**src/rtl/clk_gen_osc_ctrl_pkg.sv**
```systemverilog
// Shared types and constants for the ring-oscillator reprogramming controller.
// The optional CLK_GEN_OSC_CTRL_RANGE_CHECK_EN build is handled in clk_gen_osc_ctrl.
package clk_gen_osc_ctrl_pkg;

    typedef enum logic [2:0] {
        StIdle,
        StDisable,
        StLoad,
        StEnable,
        StSettle,
        StMeasure,
        StDone
    } osc_state_e;

    localparam int unsigned DefTrimW        = 5;
    localparam int unsigned DefCntW         = 16;
    localparam int unsigned DefDisCycles    = 4;
    localparam int unsigned DefSettleCycles = 64;
    localparam int unsigned DefWindowCycles = 1024;

    // Timer is loaded with (cycles - 1), so $clog2 of the largest count is enough.
    function automatic int unsigned timer_width(input int unsigned a, input int unsigned b,
                                                input int unsigned c);
        int unsigned m;
        m = a;
        if (b > m) m = b;
        if (c > m) m = c;
        return (m < 2) ? 1 : $clog2(m);
    endfunction

    localparam int unsigned TimerW = timer_width(DefDisCycles, DefSettleCycles,
                                                 DefWindowCycles);

endpackage

```
**src/rtl/clk_gen_osc_ctrl_if.sv**
```systemverilog
// Command/response bundle between the clk_gen config logic (master) and the
// oscillator controller (slave).
interface clk_gen_osc_ctrl_if
    import clk_gen_osc_ctrl_pkg::*;
#(
    parameter int unsigned TRIM_W = DefTrimW,
    parameter int unsigned CNT_W  = DefCntW
);
    logic              cmd_v;
    logic [TRIM_W-1:0] cmd_trim;
    logic              cmd_ready;
    logic              resp_v;
    logic [CNT_W-1:0]  resp_count;
    logic              resp_in_range;
    logic              resp_yumi;

    modport master (
        output cmd_v, cmd_trim, resp_yumi,
        input  cmd_ready, resp_v, resp_count, resp_in_range
    );

    modport slave (
        input  cmd_v, cmd_trim, resp_yumi,
        output cmd_ready, resp_v, resp_count, resp_in_range
    );
endinterface

```
**src/rtl/clk_gen_toggle_counter.sv**
```systemverilog
// Edge detector plus saturating toggle counter for the synchronized oscillator tap.
// count_o is the next-state count, so it already includes the current cycle's toggle.
module clk_gen_toggle_counter #(
    parameter int unsigned CNT_W = 16
) (
    input  logic             clk_i,
    input  logic             reset_i,
    input  logic             osc_toggle_i,
    input  logic             clear_i,
    input  logic             en_i,
    output logic [CNT_W-1:0] count_o
);

    logic             prev_q;
    logic             toggle;
    logic [CNT_W-1:0] count_q, count_d;

    assign toggle = osc_toggle_i ^ prev_q;

    always_comb begin
        count_d = count_q;
        if (clear_i) begin
            count_d = '0;
        end else if (en_i && toggle && (count_q != '1)) begin
            count_d = count_q + 1'b1;
        end
    end

    always_ff @(posedge clk_i or posedge reset_i) begin
        if (reset_i) begin
            prev_q  <= 1'b0;
            count_q <= '0;
        end else begin
            prev_q  <= osc_toggle_i;
            count_q <= count_d;
        end
    end

    assign count_o = count_d;

endmodule

```
**src/rtl/clk_gen_osc_ctrl.sv**
```systemverilog
// Sequences oscillator reprogramming: disable, load trim, enable, settle, measure toggles.
// Define CLK_GEN_OSC_CTRL_RANGE_CHECK_EN to compare the count against [CNT_MIN, CNT_MAX].
module clk_gen_osc_ctrl
    import clk_gen_osc_ctrl_pkg::*;
#(
    parameter int unsigned      TRIM_W        = DefTrimW,
    parameter int unsigned      CNT_W         = DefCntW,
    parameter int unsigned      DIS_CYCLES    = DefDisCycles,
    parameter int unsigned      SETTLE_CYCLES = DefSettleCycles,
    parameter int unsigned      WINDOW_CYCLES = DefWindowCycles,
    parameter logic [CNT_W-1:0] CNT_MIN       = '0,
    parameter logic [CNT_W-1:0] CNT_MAX       = '1
) (
    input  logic              clk_i,
    input  logic              reset_i,
    clk_gen_osc_ctrl_if.slave cfg_io,
    input  logic              osc_toggle_i,
    output logic              osc_en_o,
    output logic [TRIM_W-1:0] trim_o
);

    localparam int unsigned CtrTimerW = timer_width(DIS_CYCLES, SETTLE_CYCLES, WINDOW_CYCLES);

    osc_state_e           state_q, state_d;
    logic [CtrTimerW-1:0] timer_q, timer_d;
    logic                 timer_zero;

    logic              cmd_ready;
    logic              resp_v;
    logic              accept;
    logic              load_trim;
    logic              enable_osc;
    logic              cnt_clear;
    logic              cnt_en;
    logic              capture;

    logic [TRIM_W-1:0] trim_lat_q;
    logic [TRIM_W-1:0] trim_q;
    logic              osc_en_q;
    logic [CNT_W-1:0]  resp_count_q;
    logic [CNT_W-1:0]  cnt;

    assign timer_zero = (timer_q == '0);

    always_ff @(posedge clk_i or posedge reset_i) begin
        if (reset_i) begin
            state_q <= StIdle;
            timer_q <= '0;
        end else begin
            state_q <= state_d;
            timer_q <= timer_d;
        end
    end

    // One down-counter serves every timed state; it is reloaded on each entry.
    always_comb begin
        state_d = state_q;
        timer_d = timer_q;
        unique case (state_q)
            StIdle: begin
                if (cfg_io.cmd_v) begin
                    state_d = StDisable;
                    timer_d = CtrTimerW'(DIS_CYCLES - 1);
                end
            end
            StDisable: begin
                if (timer_zero) state_d = StLoad;
                else            timer_d = timer_q - 1'b1;
            end
            StLoad: begin
                state_d = StEnable;
            end
            StEnable: begin
                state_d = StSettle;
                timer_d = CtrTimerW'(SETTLE_CYCLES - 1);
            end
            StSettle: begin
                if (timer_zero) begin
                    state_d = StMeasure;
                    timer_d = CtrTimerW'(WINDOW_CYCLES - 1);
                end else begin
                    timer_d = timer_q - 1'b1;
                end
            end
            StMeasure: begin
                if (timer_zero) state_d = StDone;
                else            timer_d = timer_q - 1'b1;
            end
            StDone: begin
                if (cfg_io.resp_yumi) state_d = StIdle;
            end
            default: begin
                state_d = StIdle;
            end
        endcase
    end

    always_comb begin
        cmd_ready  = (state_q == StIdle);
        resp_v     = (state_q == StDone);
        accept     = cmd_ready && cfg_io.cmd_v;
        load_trim  = (state_q == StDisable) && timer_zero;
        enable_osc = (state_q == StLoad);
        cnt_clear  = (state_q == StSettle) && timer_zero;
        cnt_en     = (state_q == StMeasure);
        capture    = cnt_en && timer_zero;
    end

    always_ff @(posedge clk_i or posedge reset_i) begin
        if (reset_i) begin
            trim_lat_q   <= '0;
            trim_q       <= '0;
            osc_en_q     <= 1'b0;
            resp_count_q <= '0;
        end else begin
            if (accept)     trim_lat_q   <= cfg_io.cmd_trim;
            if (load_trim)  trim_q       <= trim_lat_q;
            if (accept)     osc_en_q     <= 1'b0;
            if (enable_osc) osc_en_q     <= 1'b1;
            if (capture)    resp_count_q <= cnt;
        end
    end

    clk_gen_toggle_counter #(
        .CNT_W (CNT_W)
    ) u_toggle_counter (
        .clk_i        (clk_i),
        .reset_i      (reset_i),
        .osc_toggle_i (osc_toggle_i),
        .clear_i      (cnt_clear),
        .en_i         (cnt_en),
        .count_o      (cnt)
    );

`ifdef CLK_GEN_OSC_CTRL_RANGE_CHECK_EN
    logic in_range_q, in_range_d;

    // An all-ones count may hide an overflow, so it is never reported in range.
    assign in_range_d = (cnt != '1) && (cnt >= CNT_MIN) && (cnt <= CNT_MAX);

    always_ff @(posedge clk_i or posedge reset_i) begin
        if (reset_i)      in_range_q <= 1'b0;
        else if (capture) in_range_q <= in_range_d;
    end

    assign cfg_io.resp_in_range = in_range_q;
`else
    logic unused_bounds;
    assign unused_bounds        = ^{CNT_MIN, CNT_MAX};
    assign cfg_io.resp_in_range = resp_v;
`endif

    assign cfg_io.cmd_ready  = cmd_ready;
    assign cfg_io.resp_v     = resp_v;
    assign cfg_io.resp_count = resp_count_q;
    assign osc_en_o          = osc_en_q;
    assign trim_o            = trim_q;

endmodule
```
**src/flat_wrapper.sv**
```systemverilog
// flat-port wrapper written by rule: the top's interface ports become plain ports
module clk_gen_osc_ctrl_flat import clk_gen_osc_ctrl_pkg::*;
#(
    parameter int unsigned      TRIM_W        = DefTrimW,
    parameter int unsigned      CNT_W         = DefCntW,
    parameter int unsigned      DIS_CYCLES    = DefDisCycles,
    parameter int unsigned      SETTLE_CYCLES = DefSettleCycles,
    parameter int unsigned      WINDOW_CYCLES = DefWindowCycles,
    parameter logic [CNT_W-1:0] CNT_MIN       = '0,
    parameter logic [CNT_W-1:0] CNT_MAX       = '1
)
  (clk_i, reset_i, osc_toggle_i, osc_en_o, trim_o, cfg_io_cmd_v, cfg_io_cmd_trim, cfg_io_resp_yumi, cfg_io_cmd_ready, cfg_io_resp_v, cfg_io_resp_count, cfg_io_resp_in_range);
  clk_gen_osc_ctrl_if #(.TRIM_W(TRIM_W), .CNT_W(CNT_W)) cfg_io_i ();
  input  logic clk_i;
  input  logic reset_i;
  input  logic osc_toggle_i;
  output logic osc_en_o;
  output logic [TRIM_W-1:0] trim_o;
  input wire logic [$bits(cfg_io_i.cmd_v)-1:0] cfg_io_cmd_v;
  input wire logic [$bits(cfg_io_i.cmd_trim)-1:0] cfg_io_cmd_trim;
  input wire logic [$bits(cfg_io_i.resp_yumi)-1:0] cfg_io_resp_yumi;
  output wire logic [$bits(cfg_io_i.cmd_ready)-1:0] cfg_io_cmd_ready;
  output wire logic [$bits(cfg_io_i.resp_v)-1:0] cfg_io_resp_v;
  output wire logic [$bits(cfg_io_i.resp_count)-1:0] cfg_io_resp_count;
  output wire logic [$bits(cfg_io_i.resp_in_range)-1:0] cfg_io_resp_in_range;
  assign cfg_io_i.cmd_v = cfg_io_cmd_v;
  assign cfg_io_i.cmd_trim = cfg_io_cmd_trim;
  assign cfg_io_i.resp_yumi = cfg_io_resp_yumi;
  assign cfg_io_cmd_ready = cfg_io_i.cmd_ready;
  assign cfg_io_resp_v = cfg_io_i.resp_v;
  assign cfg_io_resp_count = cfg_io_i.resp_count;
  assign cfg_io_resp_in_range = cfg_io_i.resp_in_range;
  clk_gen_osc_ctrl #(.TRIM_W(TRIM_W), .CNT_W(CNT_W), .DIS_CYCLES(DIS_CYCLES), .SETTLE_CYCLES(SETTLE_CYCLES), .WINDOW_CYCLES(WINDOW_CYCLES), .CNT_MIN(CNT_MIN), .CNT_MAX(CNT_MAX)) u_core (.clk_i(clk_i), .reset_i(reset_i), .cfg_io(cfg_io_i), .osc_toggle_i(osc_toggle_i), .osc_en_o(osc_en_o), .trim_o(trim_o));
endmodule
```
**config.mk**
```make
export PLATFORM = sky130hd
export DESIGN_NAME = clk_gen_osc_ctrl_flat
export DESIGN_NICKNAME = d
export VERILOG_FILES = /design/src/rtl/clk_gen_osc_ctrl_pkg.sv /design/src/rtl/clk_gen_osc_ctrl_if.sv /design/src/rtl/clk_gen_toggle_counter.sv /design/src/rtl/clk_gen_osc_ctrl.sv /design/src/flat_wrapper.sv
export SDC_FILE = /design/constraint.sdc
export NUM_CORES = 1
export LEC_CHECK = 0
export CAP_MARGIN = 25
export CORE_MARGIN = 2
export CORE_UTILIZATION = 42
export DETAILED_ROUTE_END_ITERATION = 8
export GPL_TIMING_DRIVEN = 0
export HOLD_SLACK_MARGIN = 0.03
export PLACE_DENSITY = 0.72
export SYNTH_ARGS = -nofsm -noshare
export SYNTH_HDL_FRONTEND = slang
export SYNTH_SLANG_ARGS = --single-unit
```
**constraint.sdc**
```tcl
create_clock -name clk_i -period 3.55 [get_ports clk_i]
set_clock_uncertainty 0.1 [all_clocks]
set_input_delay 0.8875 -clock clk_i [delete_from_list [all_inputs] [get_ports clk_i]]
set_output_delay 0.8875 -clock clk_i [all_outputs]
set_load 0.05 [all_outputs]
```
== Word-level counts from Yosys, hierarchy flattened ==
Index checks and enable logic that the tools add are counted.
Storage, ports and cells
  register bits after elaboration: 57
  bits of input ports: 10
  output and inout port bits: 25
  word-level logic and storage cells: 51
Cells by class
  add/subtract/negate cells: 2
  equality and inequality tests: 13
  muxes and demuxes: 14
  bitwise logic cells: 1
  reductions and logical operators: 13
Operators by type and width (count)
  $pmux 10 s4: 1
  $mux 16: 2
  $mux 10: 3
  $pmux 3 s7: 1
  $add 16x1->16 const B: 1
  $ne 16x16->1 const B: 1
  $mux 3: 5
  $logic_not 10->1: 1
  $sub 10x1->10 const B: 1
  $eq 3x3->1 const B: 3
  $eq 3x2->1 const B: 2
  $logic_and 1x1->1: 6
  $ne 2x1->1 const B: 3
  $ne 2x2->1 const B: 3
  $reduce_and 5->1: 1
  $reduce_bool 4->1: 1
  $eq 3x1->1 const B: 1
  $logic_not 3->1: 1
  $reduce_and 3->1: 1
  $mux 1: 2
  $reduce_bool 2->1: 1
  $reduce_or 2->1: 1
  $xor 1x1->1: 1

== Depth between registers and ports, before layout ==
  depth after elaboration: 5
  depth in mapped cells: 8

== Hierarchy ==
A second synthesis with hierarchy kept.
Second synthesis, totals
  cell total of the unflattened synthesis: 259
  area total of the unflattened synthesis: 2849.0 µm²
By module, submodules not included
  clk_gen_osc_ctrl: times used 1, cells an instance 160, area each 1918.1 µm², sequential area each 1001.0 µm²
  clk_gen_toggle_counter: times used 1, cells an instance 99, area each 930.9 µm², sequential area each 425.4 µm²

== Worst setup path after synthesis ==
No wires, ideal clock.
  kind: reg2reg
  from: reg u_core.state_q[0]
  to: reg u_core.trim_lat_q[0]
  setup time: 0.125 ns
  arrival time: 2.550 ns
  required time: 3.325 ns
  setup slack: 0.775 ns
  stages on the path, launching flop included: 6
  path buffers: 2
  clock period less this slack: 2.775 ns
  cell sequence: dfrtp_1 buf_2 nor3_1 and2_1 clkbuf_1 mux2_2
On the way
  word-level cells in the longest chain between the ends: 2
Ends and longest elaborated chain
  start, declared: RTL line clk_gen_osc_ctrl.sv:24  | osc_state_e state_q, state_d;
  start signal, assigned: RTL line clk_gen_osc_ctrl.sv:47  | state_q <= StIdle;
  start signal, assigned: RTL line clk_gen_osc_ctrl.sv:50  | state_q <= state_d;
  $logic_not 3->1: RTL line clk_gen_osc_ctrl.sv:99  | cmd_ready = (state_q == StIdle);
  net cfg_io_cmd_ready: RTL line flat_wrapper.sv:22  | output wire logic [$bits(cfg_io_i.cmd_ready)-1:0] cfg_io_cmd_ready;
  $logic_and 1x1->1: RTL line clk_gen_osc_ctrl.sv:101  | accept = cmd_ready && cfg_io.cmd_v;
  end signal, assigned: RTL line clk_gen_osc_ctrl.sv:116  | if (accept) trim_lat_q <= cfg_io.cmd_trim;
  end, declared: RTL line clk_gen_osc_ctrl.sv:37  | logic [TRIM_W-1:0] trim_lat_q;
The timed path passes the listed nets, and every way through them passes these cells.
A chain may end at the register's enable or synchronous reset.

== Worst setup path after layout ==
  from: reg u_core.state_q[2]
  to: out cfg_io_resp_v
On the way
  word-level cells in the longest chain between the ends: 1
Ends and longest elaborated chain
  $eq 3x3->1: RTL line clk_gen_osc_ctrl.sv:100  | resp_v = (state_q == StDone);
  end, declared: RTL line flat_wrapper.sv:23  | output wire logic [$bits(cfg_io_i.resp_v)-1:0] cfg_io_resp_v;
No other way between the ends.

==> impl_metrics.toml <==
[critical_path]
reg2reg_depth = 7
r2r_start = "u_core.timer_q[0]"
criticalPathCategory = "flip-flop to output pin"
cp-start-kind = "flip-flop"
cp-end-kind = "output pin"
cp_max_fo = 10
reg2reg_to = "u_core.u_toggle_counter.count_q[3]"
required_ps = 2560
reg2reg_setup_slack_ps = 1190
cp.arrival_ps = 2350

[cells_and_area]
instances_no_fill = 404
syn2layout_area_growth_pct = 22.9
drive_gt1_share_pct = 16.7
fin_util_pct = 52.5
final_cell_mix = "57 x dfrtp_1, 34 x clkdlybuf4s50_1, 29 x nor2_1"
layout.nets = 332
final_area_mm2 = 0.00352
layout_commonest_cell = "dfrtp_1"
diodes = 0
nFillCells = 604

[global_routing]
grt_max_degree = 33
antenna_found_initial = 0
grt_use_total_pct = 17.8
grt_pass1_vias = 2269
grt_pass1_wl_um = 10500
grt.overflow.total = 0

[timing]
fin_setup_tns_ps = 0
worstMarginPinSlew_ps = 575
rsz0062_at_grt = "no"
final-setup-viol-count = 0
period_needed_ps = 3340
hold_violations = 0
slew_viol_final = 0
fin_crit_sh_pct = 94.1
max_freq_mhz = 299
timing.final.ws_setup_ps = 208
slew_headroom_pct = 61.4

[placed_design]
pre_cts_slack_ps = 578
dp_cells = 389
hpwlAfterDp_um = 4330
gp_congestion = 0.798
placed_area_mm2 = 0.00333
io_buffers = 34

[floorplanning]
chipHeight_um = 86.7
rows = 30
coreArea_mm2 = 0.00672
dieWidth_um = 86.7
dieArea_mm2 = 0.00751
ioPinCount = 35
start_util_pct = 42.7

[synthesis]
async_flop_share_pct = 100
ys_seq_area_share_pct = 49.7
ys.flop_type = "dfrtp_1"
synth_enable_flop_cells = 0
ys_ff_latch = 57
netlist_area_mm2 = 0.00287
yosys.cell_types.count = 55
synth.net_count = 286
ys_warn_count = 0
syn_avg_cell_area_um2 = 10.5
synth_area_leaders = "dfrtp_1 50%, nor2_1 3.8%, o21ai_0 3.7%, nand2_1 3.5%, xor2_1 3.1%"
syn_inst = 274
yosysTopAreaCell = "dfrtp_1"
synth_top_area_share_pct = 49.7

[pwr]
vdd_drop_max_uv = 204
powerDensity_mw_per_mm2 = 366
power_frac_seq_pct = 50.7
clkPwrFrac_pct = 46.9
pwr-share-comb_pct = 2.4
power.switching_mw = 0.269
leakagePower_nw = 1.60
power_switching_share_pct = 20.9
intPower_mw = 1.02

[routing]
drc = 0
drt_first_iter_violations = 94
dr.pass1.iters = 5
ant_nets = 0
detail_route.wl_per_cell_um = 15.0
viasPerCell = 5.50
vias = 2222
drt-total-wl_um = 6070

[clock_tree]
cts_sinks = 57
cts_inserted_buffers = 9
cts_resized = 0
cts_buffer_depth = 2
post_cts_buffers = 0
clock_latency_ps = 330
clock-root-buffer = "clkbuf_8"
clkTransAtPathRegs_ps = 60
cts_tree = "built"
htree_levels = 3
cts_hold_buf = 0

[run]
max_cap_viol_count = 0

[min_path]
hold_depth = 2
holdCritStartpoint = "u_core.cfg_io.resp_count[5]"
min_path_type = "flip-flop to flip-flop"
hold_end = "u_core.cfg_io.resp_count[5]"

[outcome]
status = "complete, no violations"
power groups by stage:
stage	clock [mW]	sequential, mW	combinational (mW)
2_1_floorplan	0	0.666	0.0146
3_3_place_gp	0	0.666	0.0294
3_5_place_dp	0	0.666	0.0330
4_1_cts	0.618	0.654	0.0328
5_1_grt	0.646	0.654	0.0359
6_report	0.605	0.654	0.0314
layer usage:
layer	GRT usage, %	share of wire [%]	vias up
met5	0	0	-
met1	21.9	44	1099
met3	6.00	4.3	2
li1	-	-	1073
met4	3.69	0.13	0
met2	30.6	52	48
critical path, stage by stage, from the launching register on:
cell and delay (ps):
dfrtp_1 430, buf_2 300, inv_1 110, nor2_1 130
and2_1 160, buf_4 100, clkdlybuf4s50_1 790
how the worst max path moves through the flow:
stage / from / end / slack (ps)
after floorplan: u_core.state_q[0] / u_core.trim_lat_q[0] / 780
after global placement: reset_i / u_core.timer_q[6] / 140
after detailed placement: u_core.state_q[2] / cfg_io_resp_v / 580
after CTS: u_core.state_q[2] / cfg_io_resp_v / 200
after global routing: u_core.state_q[2] / cfg_io_resp_v / 100
final: u_core.state_q[2] / cfg_io_resp_v / 210
synthesized netlist by cell type, types with 2 or more instances:
| cell | n |
|---|---|
| xor2_1 | 10 |
| o31ai_1 | 4 |
| a22o_1 | 3 |
| ha_1 | 2 |
| o21ai_0 | 21 |
| inv_1 | 5 |
| nor4_1 | 3 |
| or2_2 | 5 |
| or3_4 | 2 |
| nand4_1 | 5 |
| or4_4 | 2 |
| and2_1 | 3 |
| buf_4 | 2 |
| dfrtp_1 | 57 |
| nor2_1 | 29 |
| buf_2 | 6 |
| mux2i_1 | 4 |
| a21oi_1 | 4 |
| a311oi_1 | 2 |
| o211ai_1 | 4 |
| nor3b_1 | 2 |
| o21ai_1 | 6 |
| and3_1 | 6 |
| a31oi_1 | 2 |
| nand3_1 | 8 |
| nand2_1 | 27 |
| or3b_1 | 2 |
| clkbuf_1 | 3 |
| xnor2_1 | 4 |
| mux2_4 | 5 |
| nor3_1 | 8 |
| mux2_2 | 5 |
flip-flops by register name, summed over array words and instances, names as in the netlist:
register                         count
u_core.state_q                       3
u_core.osc_en_o                      1
u_core.trim_lat_q                    5
u_core.u_toggle_counter.count_q     16
u_core.cfg_io.resp_count            16
u_core.timer_q                      10
u_core.u_toggle_counter.prev_q       1
u_core.trim_o                        5
kinds of logic after synthesis:
group / after synthesis / share of synthesized area [%]
mux: 14 / 5.97
buf+inv: 17 / 3.01
compound gates: 52 / 11.6
xor+xnor: 14 / 4.27
simple gates: 118 / 24.5
flops: 57 / 49.7
fa+ha+maj: 2 / 0.872
cell type report:
class / instances / area [µm²] / area share [%]
flip-flops and latches: 57 / 1430 / 40.5
plain buffers: 12 / 67.6 / 1.92
clock buffers: 12 / 155 / 4.40
clock inverters: 3 / 40.0 / 1.14
repair buffers: 35 / 360 / 10.2
well taps: 80 / 100 / 2.84
inverters: 5 / 18.8 / 0.532
multi-input cells: 200 / 1360 / 38.5
per-stage QoR:
step                      power (mW)  hold WS [ps]
after floorplan                0.680           377
after global placement         0.695           360
after detailed placement       0.699           366
after CTS                       1.31           380
after global routing            1.34           401
final                           1.29           371
Power figures use the tool's default switching activity.
